### src/rtl/fwd_select_ctrl_if.sv
// ID-stage instruction fields into the forwarding controller, and the EX select and stall outputs back.
interface fwd_select_ctrl_if #(
  parameter int unsigned REG_AW = 5,
  parameter int unsigned SEL_W  = 2
);
  logic              id_valid;
  logic [REG_AW-1:0] id_rs1;
  logic [REG_AW-1:0] id_rs2;
  logic [REG_AW-1:0] id_rd;
  logic              id_reg_write;
  logic              id_mem_read;
  logic              flush;
  logic [SEL_W-1:0]  ex_fwd_a_sel;
  logic [SEL_W-1:0]  ex_fwd_b_sel;
  logic              load_use_stall;

  modport master (
    output id_valid, id_rs1, id_rs2, id_rd, id_reg_write, id_mem_read, flush,
    input  ex_fwd_a_sel, ex_fwd_b_sel, load_use_stall
  );

  modport slave (
    input  id_valid, id_rs1, id_rs2, id_rd, id_reg_write, id_mem_read, flush,
    output ex_fwd_a_sel, ex_fwd_b_sel, load_use_stall
  );
endinterface

### src/rtl/fwd_select_ctrl.sv
// EX-stage operand forwarding select generator and load-use stall detector.
// Tracks the destination registers of the EX and MEM stage occupants.
module fwd_select_ctrl #(
  parameter int unsigned REG_AW = 5,
  parameter int unsigned SEL_W  = 2
) (
  input logic              clk,
  input logic              rst_n,
  fwd_select_ctrl_if.slave bus
);

  typedef enum logic [SEL_W-1:0] {
    SEL_RF  = SEL_W'(0),
    SEL_MEM = SEL_W'(1),
    SEL_WB  = SEL_W'(2)
  } sel_e;

  logic              ex_valid_q, ex_valid_d;
  logic [REG_AW-1:0] ex_rd_q, ex_rd_d;
  logic              ex_rw_q, ex_rw_d;
  logic              ex_ld_q, ex_ld_d;

  // WB needs no record: the register file is write-first, so that distance never forwards.
  logic              mem_valid_q;
  logic [REG_AW-1:0] mem_rd_q;
  logic              mem_rw_q;

  sel_e sel_a_q, sel_a_d;
  sel_e sel_b_q, sel_b_d;
  logic stall;

  function automatic sel_e next_sel(input logic [REG_AW-1:0] rs,
                                    input logic ex_v, input logic [REG_AW-1:0] ex_rd,
                                    input logic ex_rw, input logic ex_ld,
                                    input logic mem_v, input logic [REG_AW-1:0] mem_rd,
                                    input logic mem_rw);
    sel_e s;
    s = SEL_RF;
    if (ex_v && ex_rw && (ex_rd == rs) && (rs != '0) && !ex_ld)
      s = SEL_MEM;
    else if (mem_v && mem_rw && (mem_rd == rs) && (rs != '0))
      s = SEL_WB;
    return s;
  endfunction

  always_comb begin
    stall = rst_n && bus.id_valid && ex_valid_q && ex_ld_q && ex_rw_q && (ex_rd_q != '0) &&
            ((ex_rd_q == bus.id_rs1) || (ex_rd_q == bus.id_rs2));
  end

  always_comb begin
    ex_valid_d = 1'b0;
    ex_rd_d    = '0;
    ex_rw_d    = 1'b0;
    ex_ld_d    = 1'b0;
    sel_a_d    = SEL_RF;
    sel_b_d    = SEL_RF;
    if (!bus.flush && !stall) begin
      ex_valid_d = bus.id_valid;
      ex_rd_d    = bus.id_rd;
      ex_rw_d    = bus.id_reg_write;
      ex_ld_d    = bus.id_mem_read;
      sel_a_d    = next_sel(bus.id_rs1, ex_valid_q, ex_rd_q, ex_rw_q, ex_ld_q,
                            mem_valid_q, mem_rd_q, mem_rw_q);
      sel_b_d    = next_sel(bus.id_rs2, ex_valid_q, ex_rd_q, ex_rw_q, ex_ld_q,
                            mem_valid_q, mem_rd_q, mem_rw_q);
    end
  end

  always_ff @(posedge clk) begin
    if (!rst_n) begin
      ex_valid_q  <= 1'b0;
      ex_rd_q     <= '0;
      ex_rw_q     <= 1'b0;
      ex_ld_q     <= 1'b0;
      mem_valid_q <= 1'b0;
      mem_rd_q    <= '0;
      mem_rw_q    <= 1'b0;
      sel_a_q     <= SEL_RF;
      sel_b_q     <= SEL_RF;
    end else begin
      ex_valid_q  <= ex_valid_d;
      ex_rd_q     <= ex_rd_d;
      ex_rw_q     <= ex_rw_d;
      ex_ld_q     <= ex_ld_d;
      mem_valid_q <= ex_valid_q;
      mem_rd_q    <= ex_rd_q;
      mem_rw_q    <= ex_rw_q;
      sel_a_q     <= sel_a_d;
      sel_b_q     <= sel_b_d;
    end
  end

  assign bus.ex_fwd_a_sel   = sel_a_q;
  assign bus.ex_fwd_b_sel   = sel_b_q;
  assign bus.load_use_stall = stall;

endmodule

### src/flat_wrapper.sv
// flat-port wrapper written by rule: the top's interface ports become plain ports
module fwd_select_ctrl_flat 
#(
  parameter int unsigned REG_AW = 5,
  parameter int unsigned SEL_W  = 2
)
  (clk, rst_n, bus_id_valid, bus_id_rs1, bus_id_rs2, bus_id_rd, bus_id_reg_write, bus_id_mem_read, bus_flush, bus_ex_fwd_a_sel, bus_ex_fwd_b_sel, bus_load_use_stall);
  fwd_select_ctrl_if #(.REG_AW(REG_AW), .SEL_W(SEL_W)) bus_i ();
  input logic clk;
  input logic rst_n;
  input wire logic [$bits(bus_i.id_valid)-1:0] bus_id_valid;
  input wire logic [$bits(bus_i.id_rs1)-1:0] bus_id_rs1;
  input wire logic [$bits(bus_i.id_rs2)-1:0] bus_id_rs2;
  input wire logic [$bits(bus_i.id_rd)-1:0] bus_id_rd;
  input wire logic [$bits(bus_i.id_reg_write)-1:0] bus_id_reg_write;
  input wire logic [$bits(bus_i.id_mem_read)-1:0] bus_id_mem_read;
  input wire logic [$bits(bus_i.flush)-1:0] bus_flush;
  output wire logic [$bits(bus_i.ex_fwd_a_sel)-1:0] bus_ex_fwd_a_sel;
  output wire logic [$bits(bus_i.ex_fwd_b_sel)-1:0] bus_ex_fwd_b_sel;
  output wire logic [$bits(bus_i.load_use_stall)-1:0] bus_load_use_stall;
  assign bus_i.id_valid = bus_id_valid;
  assign bus_i.id_rs1 = bus_id_rs1;
  assign bus_i.id_rs2 = bus_id_rs2;
  assign bus_i.id_rd = bus_id_rd;
  assign bus_i.id_reg_write = bus_id_reg_write;
  assign bus_i.id_mem_read = bus_id_mem_read;
  assign bus_i.flush = bus_flush;
  assign bus_ex_fwd_a_sel = bus_i.ex_fwd_a_sel;
  assign bus_ex_fwd_b_sel = bus_i.ex_fwd_b_sel;
  assign bus_load_use_stall = bus_i.load_use_stall;
  fwd_select_ctrl #(.REG_AW(REG_AW), .SEL_W(SEL_W)) u_core (.clk(clk), .rst_n(rst_n), .bus(bus_i));
endmodule
### config.mk
export PLATFORM = sky130hd
export DESIGN_NAME = fwd_select_ctrl_flat
export DESIGN_NICKNAME = d
export VERILOG_FILES = /design/src/rtl/fwd_select_ctrl_if.sv /design/src/rtl/fwd_select_ctrl.sv /design/src/flat_wrapper.sv
export SDC_FILE = /design/constraint.sdc
export NUM_CORES = 1
export LEC_CHECK = 0
export ABC_AREA = 1
export CAP_MARGIN = 20
export CORE_ASPECT_RATIO = 0.6
export CORE_MARGIN = 3
export CORE_UTILIZATION = 35
export DETAILED_ROUTE_END_ITERATION = 10
export PLACE_DENSITY = 0.68
export SETUP_SLACK_MARGIN = 0.3
export SYNTH_ARGS = -nofsm -noshare
export SYNTH_HDL_FRONTEND = slang
export SYNTH_SLANG_ARGS = --single-unit
### constraint.sdc
create_clock -name clk -period 1.4 [get_ports clk]
set_input_delay 0.14 -clock clk [delete_from_list [all_inputs] [get_ports clk]]
set_output_delay 0.14 -clock clk [all_outputs]
set_load 0.01 [all_outputs]
==> results of run 1 <==
[per-stage QoR]
step	cell area [µm²]	utilization [%]	hold WS (ns)	total power (W)
2_1_floorplan	1020	-	0.259	0.000676
3_3_place_gp	1400	53.4	0.453	0.000783
6_report	1570	59.8	0.393	0.00120
3_5_place_dp	1400	53.4	0.457	0.000788
4_1_cts	1520	57.9	0.389	0.00119
5_1_grt	1570	59.8	0.394	0.00127
[layout by cell type, fill, tap and decap left out]
cell	n
nand3_2	2
nor2_4	3
clkbuf_8	3
nand2_1	43
nand3_1	4
nor2_1	12
nand2_8	2
buf_6	1
inv_1	31
xnor2_2	1
dfxtp_4	3
nor2_2	15
dlymetal6s2s_1	1
nor3_1	2
nand2_2	6
clkinv_2	1
dlygate4sd2_1	10
xnor2_1	1
nand2_4	1
clkdlybuf4s50_1	13
inv_4	1
dfxtp_1	14
inv_2	4
o22ai_1	2
xor2_1	3
nand4_1	5
dfxtp_2	2
buf_4	19
[report_power, final]
part	internal [W]	switching (W)	total [W]
registers	0.000552	0.0000166	0.000569
clock network	0.000198	0.000192	0.000391
logic	0.000127	0.000117	0.000244
total	0.000878	0.000326	0.00120
[sequential cells by signal, indices dropped and copies added, names as in the netlist]
signal and cells:
u_core.bus.ex_fwd_a_sel 2, u_core.bus.ex_fwd_b_sel 2, u_core.ex_ld_q 1, u_core.ex_rd_q 5, u_core.ex_rw_q 1, u_core.ex_valid_q 1, u_core.mem_rd_q 5, u_core.mem_rw_q 1
u_core.mem_valid_q 1
[kinds of logic after synthesis]
logic type | count (synthesis) | synth area share [%]
simple gates | 94 | 41.0
buf+inv | 38 | 15.8
flops | 19 | 37.6
xor+xnor | 5 | 4.33
compound gates | 2 | 1.24
[final cells by class]
class	count	area (µm²)
Clock buffer	3	41.3
Clock inverter	1	5.00
Fill cell	233	1060
Inverter	36	138
Multi-Input combinational cell	102	568
Sequential cell	19	394
Tap cell	32	40.0
Timing Repair Buffer	44	384
[critical path, stage by stage, from the launching register on]
cell and delay [ns]:
dfxtp_2 0.37, inv_2 0.07, nand2_2 0.06, nand2_2 0.06
nor2_4 0.13, nand3_2 0.10, nand2_2 0.11, nand2_4 0.05
inv_2 0.05, buf_6 0.09
[cells in the mapped netlist]
cell type,number,area [µm²]
xnor2_1,2,17.5
buf_2,1,5.00
nand2_2,1,6.26
xor2_1,3,26.3
nand4_1,5,31.3
buf_12,1,20.0
nor3_1,2,10.0
o22ai_1,2,12.5
nor2_1,18,67.6
nand2_1,49,184
nand3_1,6,30.0
nor2_2,12,75.1
inv_2,4,15.0
inv_1,32,120
dfxtp_1,19,380
nand2_4,1,11.3
[routing by layer]
layer  wire (µm)  GRT usage, %  up-vias
met3         232          6.08        5
li1            -             -      555
met2        1390          27.6       43
met5           0             0        -
met1        1300          20.7      477
met4          25          5.23        0
[worst max-delay path by stage]
| stage | startpoint | to | slack [ns] |
|---|---|---|---|
| final | u_core.ex_rd_q[1] | bus_load_use_stall | -0.1 |
| after global routing | u_core.ex_rd_q[1] | bus_load_use_stall | -0.19 |
| after CTS | u_core.ex_rd_q[2] | bus_load_use_stall | -0.08 |
| after detailed placement | bus_id_rs1[1] | bus_load_use_stall | -0.53 |
| after global placement | bus_id_rs2[1] | bus_load_use_stall | -0.52 |
| after floorplan | u_core.ex_rd_q[3] | u_core.bus.ex_fwd_a_sel[0] | 0.27 |
[what timing repair did]
item | CTS | global route
hold buffers | 0 | 0
buffers inserted | 2 | 1
cloned | 1 | 0
hold endpoints to repair | 0 | 0
setup endpoints to repair | 17 | 13
pin swaps | 11 | 8
gates resized for setup | 29 | 14
==> metrics, run 1 <==
Placer Congestion=0.884; pre-CTS setup slack=-0.534 ns; clock skew after layout=0.00379 ns; hold path endpoint=u_core.ex_rd_q[0]; Required @ worst endpoint=1.26 ns; Avg WL per Cell=12.4 µm; Syn Nets=179; clk sinks=19; Worst-Margin Slew=0.419 ns; Core ar.=0.00263 mm²; CTS Buf Count=3; Longest Clk Path Bufs=2; Starting Density=38.5%; WL final=2950 µm; Starting DRT DRC Count=65; Worst R2R Path Depth=10; hpwl dp=1970 µm; Die X-Extent=75.4 µm; number of max-cap violations=0; post-synthesis cell count=158; Reg2Reg Capture Point=u_core.ex_rd_q[4]; Final #Nets=227; CP arrival=1.36 ns; number of global-route vias before repair=918; IO Pins=26; status=finished with violations; area grow syn2layout=55.1%; post-route insts no fill=237; Achievable Freq=667 MHz; CTS H-tree lvls=1; HP Start=bus_id_rd[0]; layout cells sized above 1=31.2%; worst relative slew slack=72.0%; reg-to-reg setup timing slack=0.04 ns; DR vias/cell=4.56; Slew Limit Fails=0; die area=0.00359 mm²; setup slack after layout=-0.0988 ns; failing checks=negative setup slack; Fin. Hold Viols=0; Mean Syn Cell Area=6.41 µm²; Synth cell types=16; Final TNS setup=-0.0988 ns; Setup CP Type=register to output pin; detailed-route via count=1,080; crit start category=register; Post-route DRC=0; largest net degree at the start of global routing=12; Hold Crit Class=primary input to register; clk slew on worst S/H paths=0.07 ns; PortBufs=25; total track usage=16.7%; DP Cell Count=229; antenna viol nets, final=0; 1st-pass router iterations=4; CTS tree=built; Yosys reg bits=19; RSZ-0062 raised after global routing=yes; Worst VDD drop=0.454 mV; CP max FO=4; hold path depth=3; Warnings, synthesis=0; crit share post-route=107%; grt ovf=0; Crit. End Element=output pin; min Tclk post-route=1.50 ns; FF-to-FF Start=u_core.ex_rd_q[1]; sequential share of the synthesized area=37.6%; # setup viols final=1; P per Cell Area=766 mW/mm²; Cell Area, Synth=0.00101 mm²; die height=47.7 µm; clk root buf=clkbuf_8; row count=14; Worst-Skew Late Latency=0.26 ns; first-pass GRT wire length=4200 µm; initial antenna violation count=0; Ant. Diodes=0; leakage=0.844 nW
(Power assumes the default switching activity.)
==> run 2, diff against run 1 <==
- DONT_BUFFER_PORTS: default -> 1
- PLACE_DENSITY: 0.68 -> 0.57
==> metrics, run 2 (same netlist as run 1, synthesis figures left out) <==
detailed-route via count=965; setup slack after layout=-0.00345 ns; clock skew after layout=0.00318 ns; WL final=2820 µm; hold_ws=-0.0305 ns; Core ar.=0.00263 mm²; CTS H-tree lvls=1; IO Pins=26; CP Cell Sequence=inv_2, nand2_1, nand2_1, nor2_2, nand3_1, nand2_2, nand2_4, inv_4; Final #Nets=201; worst relative slew slack=54.2%; Worst-Margin Slew=0.684 ns; antenna viol nets, final=0; fillers=257; commonest non-fill, non-tap cell in the layout=nand2_1; PortBufs=0; Worst VDD drop=0.638 mV; Longest Clk Path Bufs=2; number of global-route vias before repair=846; 1st-pass router iterations=4; CTS Buf Count=3; clk slew on worst S/H paths=0.08 ns; Required @ worst endpoint=1.26 ns; Ant. Diodes=0; die height=47.7 µm; most frequent cells in the layout=43 x nand2_1, 31 x inv_1, 16 x nor2_1; critical path's top delay family=simple AND/OR/NAND/NOR gates; status=finished with violations; clk root buf=clkbuf_8; row count=14; # setup viols final=1; min Tclk post-route=1.40 ns; hpwl dp=1880 µm; Slew Limit Fails=0; total track usage=16.2%; number of max-cap violations=0; crit start category=register; register area=395 µm²; Fin. Hold Viols=1; Setup CP Type=register to output pin; crit share post-route=100%; Die X-Extent=75.4 µm; Starting DRT DRC Count=85; area of the multi-input gates=546 µm²; initial antenna violation count=0; area grow syn2layout=33.3%; post-route insts no fill=211; DR vias/cell=4.57; Achievable Freq=713 MHz; P per Cell Area=858 mW/mm²; worst path bufs/invs=2; first-pass GRT wire length=4150 µm; most frequent CP cell=nand2_1; CP arrival=1.26 ns; CTS tree=built; Avg WL per Cell=13.4 µm; Worst-Skew Late Latency=0.27 ns; DP Cell Count=188; Starting Density=38.5%; largest net degree at the start of global routing=13; RSZ-0062 raised after global routing=yes; Placer Congestion=0.873; failing checks=negative hold slack, negative setup slack; Final TNS setup=-0.00345 ns; Max stage delay on crit path=0.38 ns; grt ovf=0; CP max FO=5; Crit. End Element=output pin; Regs by FF count=u_core.ex_rd_q: 5 flops, u_core.mem_rd_q: 5 flops; leakage=0.690 nW; Post-route DRC=0; Hold Crit Class=primary input to register; Slowest-stage cell, CP=dfxtp_4; clk sinks=19; layout cells sized above 1=26.3%; die area=0.00359 mm²
## run 2: area by class of cell
type | instances | area share [%]
well taps | 32 | 2.97
clock buffers | 3 | 3.06
flip-flops and latches | 19 | 29.3
repair buffers | 18 | 13.5
inverters | 36 | 10.2
clock inverters | 1 | 0.557
multi-input cells | 102 | 40.4
## run 2: where the power goes
group | total [W] | leakage (nW) | switching (W) | internal (W)
combinational | 0.000180 | 0.510 | 0.0000909 | 0.0000887
clock | 0.000409 | 0.0217 | 0.000208 | 0.000201
sequential | 0.000568 | 0.158 | 0.0000160 | 0.000552
## run 2: worst paths after layout
path / from / endpoint / slack [ns] / depth (start not counted)
hold reg to reg: u_core.ex_rd_q[1] / u_core.mem_rd_q[1] / 0.47 / 2
setup reg to reg: u_core.ex_rd_q[1] / u_core.bus.ex_fwd_b_sel[1] / 0.02 / 11
setup / recovery: u_core.ex_rd_q[3] / bus_load_use_stall / -0.003 / 8
hold / removal: rst_n / u_core.mem_rd_q[1] / -0.03 / 2
## run 2: stage by stage
step | hold slack [ns] | cell area (µm²) | worst slack (ns) | total power, W | utilization, %
after global placement | 0.240 | 1030 | 0.159 | 0.000684 | 39.3
after global routing | 0.0271 | 1350 | -0.0768 | 0.00121 | 51.3
final | -0.0305 | 1350 | -0.00345 | 0.00116 | 51.3
after CTS | 0.144 | 1300 | 0.0233 | 0.00114 | 49.5
after floorplan | 0.259 | 1020 | 0.273 | 0.000676 | -
after detailed placement | 0.238 | 1030 | 0.114 | 0.000686 | 39.3
## run 2: metal layers
layer | global-route usage, % | routed length (µm)
met1 | 23.8 | 1280
met2 | 22.5 | 1230
met3 | 6.71 | 287
met4 | 2.09 | 29
met5 | 0 | 0
## run 2: repair_timing
| item | in CTS | in global routing |
|---|---|---|
| pin swaps | 0 | 9 |
| endpoints found under the setup margin | 13 | 15 |
| setup buffers | 6 | 1 |
| cloned | 1 | 0 |
| endpoints found under the hold margin | 15 | 0 |
| hold buffers | 12 | 0 |
| gates resized for setup | 11 | 16 |
==> run 3, diff against run 2 <==
- REMOVE_ABC_BUFFERS: default -> 1
==> metrics, run 3 (same netlist as run 1, synthesis figures left out) <==
status=complete, no violations; PortBufs=0; RSZ-0062 raised after global routing=yes; leakage=0.644 nW; commonest non-fill, non-tap cell in the layout=nand2_1; layout cells sized above 1=21.2%; Longest Clk Path Bufs=2; DR vias/cell=4.59; WL met1=1190 µm; combinational share of power=13.0%; switching pwr=0.000264 W; WL final=2460 µm; clock skew after layout=0.00197 ns; IO Pins=26; number of global-route vias before repair=809; Core ar.=0.00263 mm²; hold_ws=0.00528 ns; worst relative slew slack=50.5%; post-route insts no fill=202; DP Cell Count=188; number of max-cap violations=0; share of power burned in registers=52.5%; Hold Crit Class=primary input to register; Final #Nets=192; Achievable Freq=753 MHz; clk sinks=19; Required @ worst endpoint=1.26 ns; most frequent cells in the layout=44 x nand2_1, 31 x inv_1, 16 x nor2_1; CP max FO=4; total track usage=14.9%; Worst VDD drop=0.683 mV; row count=14; Worst-Skew Late Latency=0.25 ns; 1st-pass router iterations=4; CTS Buf Count=3; sw frac=24.4%; area grow syn2layout=21.4%; largest net degree at the start of global routing=11; Placer Congestion=1.00; Final TNS setup=0 ns; met3 routed WL=292 µm; Ant. Diodes=0; Post-Layout Inst Area=0.00123 mm²; Post-route DRC=0; Crit. End Element=output pin; Regs by FF count=u_core.ex_rd_q: 5 flops, u_core.mem_rd_q: 5 flops; Fin. Hold Viols=0; P per Cell Area=879 mW/mm²; clk slew on worst S/H paths=0.07 ns; Die X-Extent=75.4 µm; fillers=268; met2 WL post-DR=962 µm; # setup viols final=0; DP Area=0.00103 mm²; detailed-route via count=928; die height=47.7 µm; Setup CP Type=register to output pin; top sig layer=met4; first-pass GRT wire length=3800 µm; hpwl dp=1920 µm; CTS tree=built; Worst-Margin Slew=0.740 ns; CTS H-tree lvls=1; Slew Limit Fails=0; clk root buf=clkbuf_8; clock network power share=34.5%; Starting DRT DRC Count=76; min Tclk post-route=1.33 ns; CP arrival=1.19 ns; internal power=0.000816 W; antenna viol nets, final=0; die area=0.00359 mm²; Starting Density=38.5%; initial antenna violation count=0; crit start category=register; Avg WL per Cell=12.2 µm; grt ovf=0; crit share post-route=94.8%
run 3: final timing paths:
path	slack (ns)	depth (start not counted)	start	endpoint
worst max-delay path	0.07	8	u_core.ex_rd_q[1]	bus_load_use_stall
worst min-delay path	0.005	2	bus_id_valid	u_core.ex_valid_q
worst max register to register	0.10	10	u_core.ex_rd_q[0]	u_core.ex_rw_q
worst min register to register	0.45	2	u_core.ex_rd_q[1]	u_core.mem_rd_q[1]
run 3: timing repair:
item / in CTS / in global routing
buffers inserted: 1 / 1
gates cloned: 1 / 0
endpoints found under the hold margin: 10 / 2
gates resized for setup: 10 / 10
endpoints found under the setup margin: 13 / 13
hold buffers: 5 / 2
pin swaps: 5 / 8
run 3: layout make-up:
| class | count | area [µm²] | share of cell area (%) |
|---|---|---|---|
| Multi-Input combinational cell | 102 | 528 | 43.0 |
| Sequential cell | 19 | 393 | 32.0 |
| Inverter | 36 | 138 | 11.2 |
| Timing Repair Buffer | 9 | 85.1 | 6.92 |
| Clock buffer | 4 | 45.0 | 3.67 |
| Tap cell | 32 | 40.0 | 3.26 |
run 3: power groups by stage:
| stage | logic [W] | clock network, W | registers, W |
|---|---|---|---|
| 6_report | 0.000140 | 0.000373 | 0.000567 |
| 5_1_grt | 0.000158 | 0.000411 | 0.000569 |
| 4_1_cts | 0.000126 | 0.000386 | 0.000569 |
| 3_5_place_dp | 0.000103 | 0 | 0.000582 |
| 3_3_place_gp | 0.000102 | 0 | 0.000581 |
| 2_1_floorplan | 0.0000868 | 0 | 0.000578 |
run 3: metal layers:
layer / GRT usage [%] / up-vias
met5: 0 / -
met4: 4.53 / 0
met3: 5.45 / 4
met2: 20.8 / 35
met1: 21.3 / 401
li1: - / 488
run 3: worst max-delay path, cell delays in order, from the launching register on:
cell	delay, ns
dfxtp_2	0.35
inv_2	0.05
nand2_1	0.07
nand2_2	0.06
nor2_4	0.11
nand3_1	0.09
nand2_2	0.09
nand2_4	0.06
inv_4	0.05
run 3: stage by stage:
stage / power, W / util, % / setup slack [ns]
final: 0.00108 / 46.8 / 0.0722
after global routing: 0.00114 / 46.8 / -0.0224
after CTS: 0.00108 / 44.7 / 0.0188
after detailed placement: 0.000685 / 39.1 / 0.0802
after global placement: 0.000684 / 39.1 / 0.104
after floorplan: 0.000665 / - / 0.263
